<file path="src/rtl/dmem_portb_arbiter_if.sv">
// Debug-host side of data-memory port B: request/grant access bus plus read return.
interface dmem_portb_arbiter_if;
  logic        dbg_req;
  logic [3:0]  dbg_we;
  logic [31:0] dbg_addr;
  logic [31:0] dbg_wdata;
  logic        dbg_gnt;
  logic        dbg_rvalid;
  logic [31:0] dbg_rdata;

  modport master (
    output dbg_req, dbg_we, dbg_addr, dbg_wdata,
    input  dbg_gnt, dbg_rvalid, dbg_rdata
  );

  modport slave (
    input  dbg_req, dbg_we, dbg_addr, dbg_wdata,
    output dbg_gnt, dbg_rvalid, dbg_rdata
  );
endinterface

</file>
<file path="src/rtl/dmem_portb_arbiter.sv">
// Port-B arbiter for the data memory: shares the port between the debug host and a
// zero-fill sweep, alternating owners round-robin while the clear is running.
module dmem_portb_arbiter #(
  parameter int unsigned DEPTH_W = 12
) (
  input  logic                  clk,
  input  logic                  rst,
  dmem_portb_arbiter_if.slave   dbg,
  input  logic                  clr_start,
  output logic                  clr_busy,
  output logic                  clr_done,
  output logic [31:0]           A2,
  output logic [31:0]           WD2,
  output logic [3:0]            WE2,
  input  logic [31:0]           RD2
);

  localparam logic StIdle  = 1'b0;
  localparam logic StClear = 1'b1;

  localparam logic OwnDbg = 1'b0;
  localparam logic OwnClr = 1'b1;

  localparam logic [DEPTH_W-1:0] CntMax = '1;

  logic               state_q, state_d;
  logic [DEPTH_W-1:0] cnt_q, cnt_d;
  logic               owner_q, owner_d;
  logic               done_q, done_d;
  logic               tag1_q, tag1_d;
  logic               tag2_q, tag2_d;
  logic [31:0]        rdata_q, rdata_d;
  logic               dbg_acc;

  always_comb begin
    state_d     = state_q;
    cnt_d       = cnt_q;
    owner_d     = owner_q;
    done_d      = 1'b0;
    dbg_acc     = 1'b0;
    dbg.dbg_gnt = 1'b0;
    A2          = '0;
    WD2         = '0;
    WE2         = '0;

    // Port B stays quiet and ungranted while reset is held.
    if (!rst) begin
      unique case (state_q)
        StIdle: begin
          dbg.dbg_gnt = 1'b1;
          if (dbg.dbg_req) begin
            dbg_acc = 1'b1;
            A2      = dbg.dbg_addr;
            WD2     = dbg.dbg_wdata;
            WE2     = dbg.dbg_we;
          end
          if (clr_start) begin
            state_d = StClear;
            cnt_d   = '0;
            owner_d = OwnDbg;
          end
        end
        StClear: begin
          dbg.dbg_gnt = (owner_q == OwnClr);
          if (dbg.dbg_req && dbg.dbg_gnt) begin
            dbg_acc = 1'b1;
            A2      = dbg.dbg_addr;
            WD2     = dbg.dbg_wdata;
            WE2     = dbg.dbg_we;
            owner_d = OwnDbg;
          end else begin
            // Unused debug slots fall through to the sweep.
            A2      = 32'({cnt_q, 2'b00});
            WE2     = 4'hF;
            owner_d = OwnClr;
            if (cnt_q == CntMax) begin
              state_d = StIdle;
              done_d  = 1'b1;
            end else begin
              cnt_d = cnt_q + 1'b1;
            end
          end
        end
        default: state_d = StIdle;
      endcase
    end
  end

  // Two-stage read tag tracks the synchronous memory latency.
  always_comb begin
    tag1_d  = dbg_acc && (dbg.dbg_we == 4'h0);
    tag2_d  = tag1_q;
    rdata_d = tag1_q ? RD2 : rdata_q;
  end

  always_ff @(posedge clk) begin
    if (rst) begin
      state_q <= StIdle;
      cnt_q   <= '0;
      owner_q <= OwnDbg;
      done_q  <= 1'b0;
      tag1_q  <= 1'b0;
      tag2_q  <= 1'b0;
      rdata_q <= '0;
    end else begin
      state_q <= state_d;
      cnt_q   <= cnt_d;
      owner_q <= owner_d;
      done_q  <= done_d;
      tag1_q  <= tag1_d;
      tag2_q  <= tag2_d;
      rdata_q <= rdata_d;
    end
  end

  assign clr_busy       = (state_q == StClear);
  assign clr_done       = done_q;
  assign dbg.dbg_rvalid = tag2_q;
  assign dbg.dbg_rdata  = rdata_q;

endmodule

</file>
<file path="src/flat_wrapper.sv">
// flat-port wrapper written by rule: the top's interface ports become plain ports
module dmem_portb_arbiter_flat 
#(
  parameter int unsigned DEPTH_W = 12
)
  (clk, rst, clr_start, clr_busy, clr_done, A2, WD2, WE2, RD2, dbg_dbg_req, dbg_dbg_we, dbg_dbg_addr, dbg_dbg_wdata, dbg_dbg_gnt, dbg_dbg_rvalid, dbg_dbg_rdata);
  dmem_portb_arbiter_if dbg_i ();
  input  logic clk;
  input  logic rst;
  input  logic clr_start;
  output logic clr_busy;
  output logic clr_done;
  output logic [31:0] A2;
  output logic [31:0] WD2;
  output logic [3:0] WE2;
  input  logic [31:0] RD2;
  input wire logic [$bits(dbg_i.dbg_req)-1:0] dbg_dbg_req;
  input wire logic [$bits(dbg_i.dbg_we)-1:0] dbg_dbg_we;
  input wire logic [$bits(dbg_i.dbg_addr)-1:0] dbg_dbg_addr;
  input wire logic [$bits(dbg_i.dbg_wdata)-1:0] dbg_dbg_wdata;
  output wire logic [$bits(dbg_i.dbg_gnt)-1:0] dbg_dbg_gnt;
  output wire logic [$bits(dbg_i.dbg_rvalid)-1:0] dbg_dbg_rvalid;
  output wire logic [$bits(dbg_i.dbg_rdata)-1:0] dbg_dbg_rdata;
  assign dbg_i.dbg_req = dbg_dbg_req;
  assign dbg_i.dbg_we = dbg_dbg_we;
  assign dbg_i.dbg_addr = dbg_dbg_addr;
  assign dbg_i.dbg_wdata = dbg_dbg_wdata;
  assign dbg_dbg_gnt = dbg_i.dbg_gnt;
  assign dbg_dbg_rvalid = dbg_i.dbg_rvalid;
  assign dbg_dbg_rdata = dbg_i.dbg_rdata;
  dmem_portb_arbiter #(.DEPTH_W(DEPTH_W)) u_core (.clk(clk), .rst(rst), .dbg(dbg_i), .clr_start(clr_start), .clr_busy(clr_busy), .clr_done(clr_done), .A2(A2), .WD2(WD2), .WE2(WE2), .RD2(RD2));
endmodule
</file>
<file path="config.mk">
export PLATFORM = sky130hd
export DESIGN_NAME = dmem_portb_arbiter_flat
export DESIGN_NICKNAME = d
export VERILOG_FILES = /design/src/rtl/dmem_portb_arbiter_if.sv /design/src/rtl/dmem_portb_arbiter.sv /design/src/flat_wrapper.sv
export SDC_FILE = /design/constraint.sdc
export NUM_CORES = 1
export LEC_CHECK = 0
export BUFFER_PORTS_ARGS = -buffer_cell sky130_fd_sc_hd__buf_2
export CAP_MARGIN = 25
export CORE_MARGIN = 3
export CORE_UTILIZATION = 42
export CTS_CLUSTER_DIAMETER = 150
export CTS_CLUSTER_SIZE = 25
export DETAILED_ROUTE_END_ITERATION = 8
export PLACE_DENSITY = 0.93
export SLEW_MARGIN = 20
export SYNTH_ARGS = -nofsm -noshare
export SYNTH_HDL_FRONTEND = slang
export SYNTH_SLANG_ARGS = --single-unit
</file>
<file path="constraint.sdc">
create_clock -name clk -period 3.7 [get_ports clk]
set_clock_uncertainty 0.1 [all_clocks]
set_input_delay 0.74 -clock clk [delete_from_list [all_inputs] [get_ports clk]]
set_output_delay 0.74 -clock clk [all_outputs]
set_load 0.005 [all_outputs]
</file>
==> results.tsv <==
stage	metric	value	unit
run_status	status	completed	
route	initial drt markers	179	
yosys	Synthesized Nets	400	
yosys	Yosys Warn Count	0	
layout	Synth-to-Final Area Change	47.2	%
yosys	Main synth FF type	dfxtp_1	
yosys	Yosys reg bits	49	
min_path	hold worst-path end	u_core.dbg.dbg_rdata[11]	
setup_path	Worst EP required	2.86	ns
yosys	Seq/Total Area, Yosys	39.1	%
route	routed via count	2965	
setup_path	setup slack on the worst flop-to-flop path	1.44	ns
placed_design	PortBufs	207	
cts	cts hold-fix bufs	0	
power_and_ir_drop	Cell Pwr Density	315	nW/um^2
setup_path	RR Startpoint	u_core.cnt_q[0]	
setup_path	critical path peak fanout	15	
timing	Period minus WS final	3.02	ns
min_path	Worst Hold Class	reg -> reg	
placed_design	RD Place Congestion	0.932	
die	die area	6930	sq um
global_routing	grt ovf	0	
die	initial core utilization	44.4	%
min_path	hold_sp	u_core.dbg.dbg_rdata[11]	
min_path	Hold Path Depth	2	
setup_path	crit end category	output pin	
setup_path	CP Class	reg -> out	
cts	CTS resizes	0	
route	post-route antenna net violation count	0	
timing	period utilization	81.6	%
route	# DRC	0	
cts	Reg clk slew, reported paths	0.09	ns
yosys	syn_area_per_cell	8.50	sq um
setup_path	R2R Path End	u_core.cnt_q[2]	
setup_path	Critical Path Slowest Stage Cell	dfxtp_1	
yosys	Post-synth EDFFs	0	
setup_path	Crit. Startpoint	u_core.clr_busy	
placed_design	DP Wirelength	6900	microns
setup_path	reg2reg path depth	5	
setup_path	CP Launch Type	flop	
global_routing	first-pass GRT wire length	13700	microns
setup_path	CP Data Arrival Time	2.18	ns
route	DR WL/cell	15.6	microns
timing	fin. max-slew vios	0	
layout	register area	982	sq um
cts	H-Tree Depth	2	
die	Die Wd	83.2	microns
setup_path	Crit path largest cell delay	0.69	ns
timing	relative slew slack	34.5	%
timing	worst hold slack	0.395	ns
power_and_ir_drop	leakage power	2.02	nW
timing	RSZ-0062 raised after global routing	no	
global_routing	GR Util All Layers	23.8	%
layout	share of cells above drive strength 1	46.3	%
timing	Hold Fails Final Rpt	0	
cts	clock tree buffer depth	2	
die	Top Ports	208	
global_routing	antenna violations before repair	1	
timing	fmax	0.331	GHz
power_and_ir_drop	maximum VDD drop	0.213	mV
yosys	Post-Synth Simple-Gate Area	29.2	%
cts	Setup Buffers After CTS	0	
cts	CTS tree	yes	
layout	fillers	454	
yosys	post-synthesis adder-cell area fraction	0.499	%
layout	commonest non-fill, non-tap cell in the layout	buf_2	
die	Core Box Area	5640	sq um
die	Std-Cell Rows	27	
yosys	post-synthesis mux area share	12.8	%
cts	Clock Sinks	49	
layout	commonest non-fill, non-tap cells in the layout	208 x buf_2, 54 x and3_1, 48 x dfxtp_1, 36 x nor2_1, 32 x mux2i_1	
yosys	Synth async-reset ratio	0	%
cts	Clock Latency Late Sink	0.30	ns
cts	CTS buffer count	5	
yosys	synthesized instance count	295	
route	Final Routed Wirelength	8750	microns
global_routing	number of global-route vias before repair	2679	
route	first drt pass iteration count	5	
yosys	Synth Area in Compound Gates	13.2	%
layout	Final #Nets	590	
route	vias per cell	5.29	
setup_path	Critical Path, Cell by Cell	a21bo_1, nor2_1, buf_4, a22o_1, buf_2	
timing	Fin Setup TNS	0	ns
cts	clock root cell	clkbuf_8	
yosys	post-synth cell types	36	
flow_run	max_cap viols	0	
yosys	Synth Area in XOR/XNOR	0	%
yosys	mapped cell area	2510	sq um
global_routing	largest net degree at the start of global routing	60	
yosys	largest family of logic cells by synthesized area	simple AND/OR/NAND/NOR gates	
layout	multi-input logic area	1400	sq um
timing	endpoints failing setup	0	
die	Die Y	83.2	microns
timing	Tightest Pin Transition	0.982	ns
==> synthesized netlist by cell type, drive strengths merged, types with 2 or more instances <==
| cell type | count | area (sq um) |
|---|---|---|
| nand2b | 4 | 25.0 |
| a31oi | 6 | 37.5 |
| nand4 | 4 | 31.3 |
| a211oi | 2 | 15.0 |
| nand3 | 12 | 60.1 |
| or3 | 2 | 12.5 |
| and4 | 2 | 17.5 |
| or4 | 4 | 30.0 |
| clkbuf | 21 | 78.8 |
| a21oi | 10 | 50.1 |
| nand2 | 13 | 48.8 |
| mux2i | 32 | 320 |
| o211ai | 2 | 15.0 |
| a311oi | 4 | 35.0 |
| dfxtp | 49 | 981 |
| inv | 2 | 7.51 |
| nor2 | 36 | 135 |
| o21ai | 4 | 20.0 |
| a22o | 12 | 105 |
| buf | 8 | 45.0 |
| and3 | 55 | 345 |
==> state kept, by name (all words and copies together), names as in the netlist <==
register,count
u_core.dbg.dbg_rdata,32
u_core.cnt_q,12
u_core.dbg.dbg_rvalid,1
u_core.clr_done,1
u_core.owner_q,1
u_core.tag1_q,1
u_core.clr_busy,1
==> metrics by stage <==
step | power, mW | area [sq um] | instances | util, % | setup WS, ns
after global placement | 0.727 | 3540 | 549 | 62.8 | 0.844
after global routing | 1.21 | 3680 | 558 | 65.3 | 0.548
after detailed placement | 0.732 | 3550 | 550 | 62.9 | 0.789
after floorplan | 0.630 | 2510 | 295 | - | 1.06
final | 1.16 | 3690 | 561 | 65.4 | 0.682
after CTS | 1.17 | 3680 | 558 | 65.3 | 0.727
==> per-layer routing <==
metal	vias to the layer above	GRT usage, %	wire length (microns)
met4	2	4.90	65
met1	1342	30.7	3550
met2	156	38.7	4170
li1	1455	-	-
met3	10	8.04	953
met5	-	0	13
==> worst max path at each step <==
| stage | end | cells past startpoint |
|---|---|---|
| global route | A2[6] | 5 |
| detailed placement | A2[10] | 5 |
| CTS | A2[10] | 5 |
| finish | A2[10] | 5 |
| global placement | A2[3] | 5 |
| floorplan | A2[10] | 5 |
==> report_power, final <==
| group | internal, mW | switching, mW |
|---|---|---|
| registers | 0.532 | 0.00920 |
| clock network | 0.268 | 0.172 |
| logic | 0.0909 | 0.0897 |
| total | 0.891 | 0.271 |
==> worst max-delay path: cells and delay by family (launching register included) <==
family	cells	cell delay (ns)
simple gates	1	0.28
compound gates	2	0.54
flops	1	0.69
buf+inv	2	0.36
==> kinds of logic (layout without fill, tap and decap cells) <==
group / count (synthesis) / count (layout)
simple gates: 136 / 136
flops: 49 / 49
compound gates: 46 / 46
mux: 32 / 32
buf+inv: 31 / 222
fa+ha+maj: 1 / 1
other cells: 0 / 3
==> final cells by class <==
type                            count  area share, %
Antenna cell                        3          0.203
Clock buffer                        5           1.87
Clock inverter                      3           1.76
Inverter                            2          0.203
Multi-Input combinational cell    215           37.9
Sequential cell                    49           26.6
Tap cell                           72           2.44
Timing Repair Buffer              212           29.0
Power figures use the tool's default switching activity.
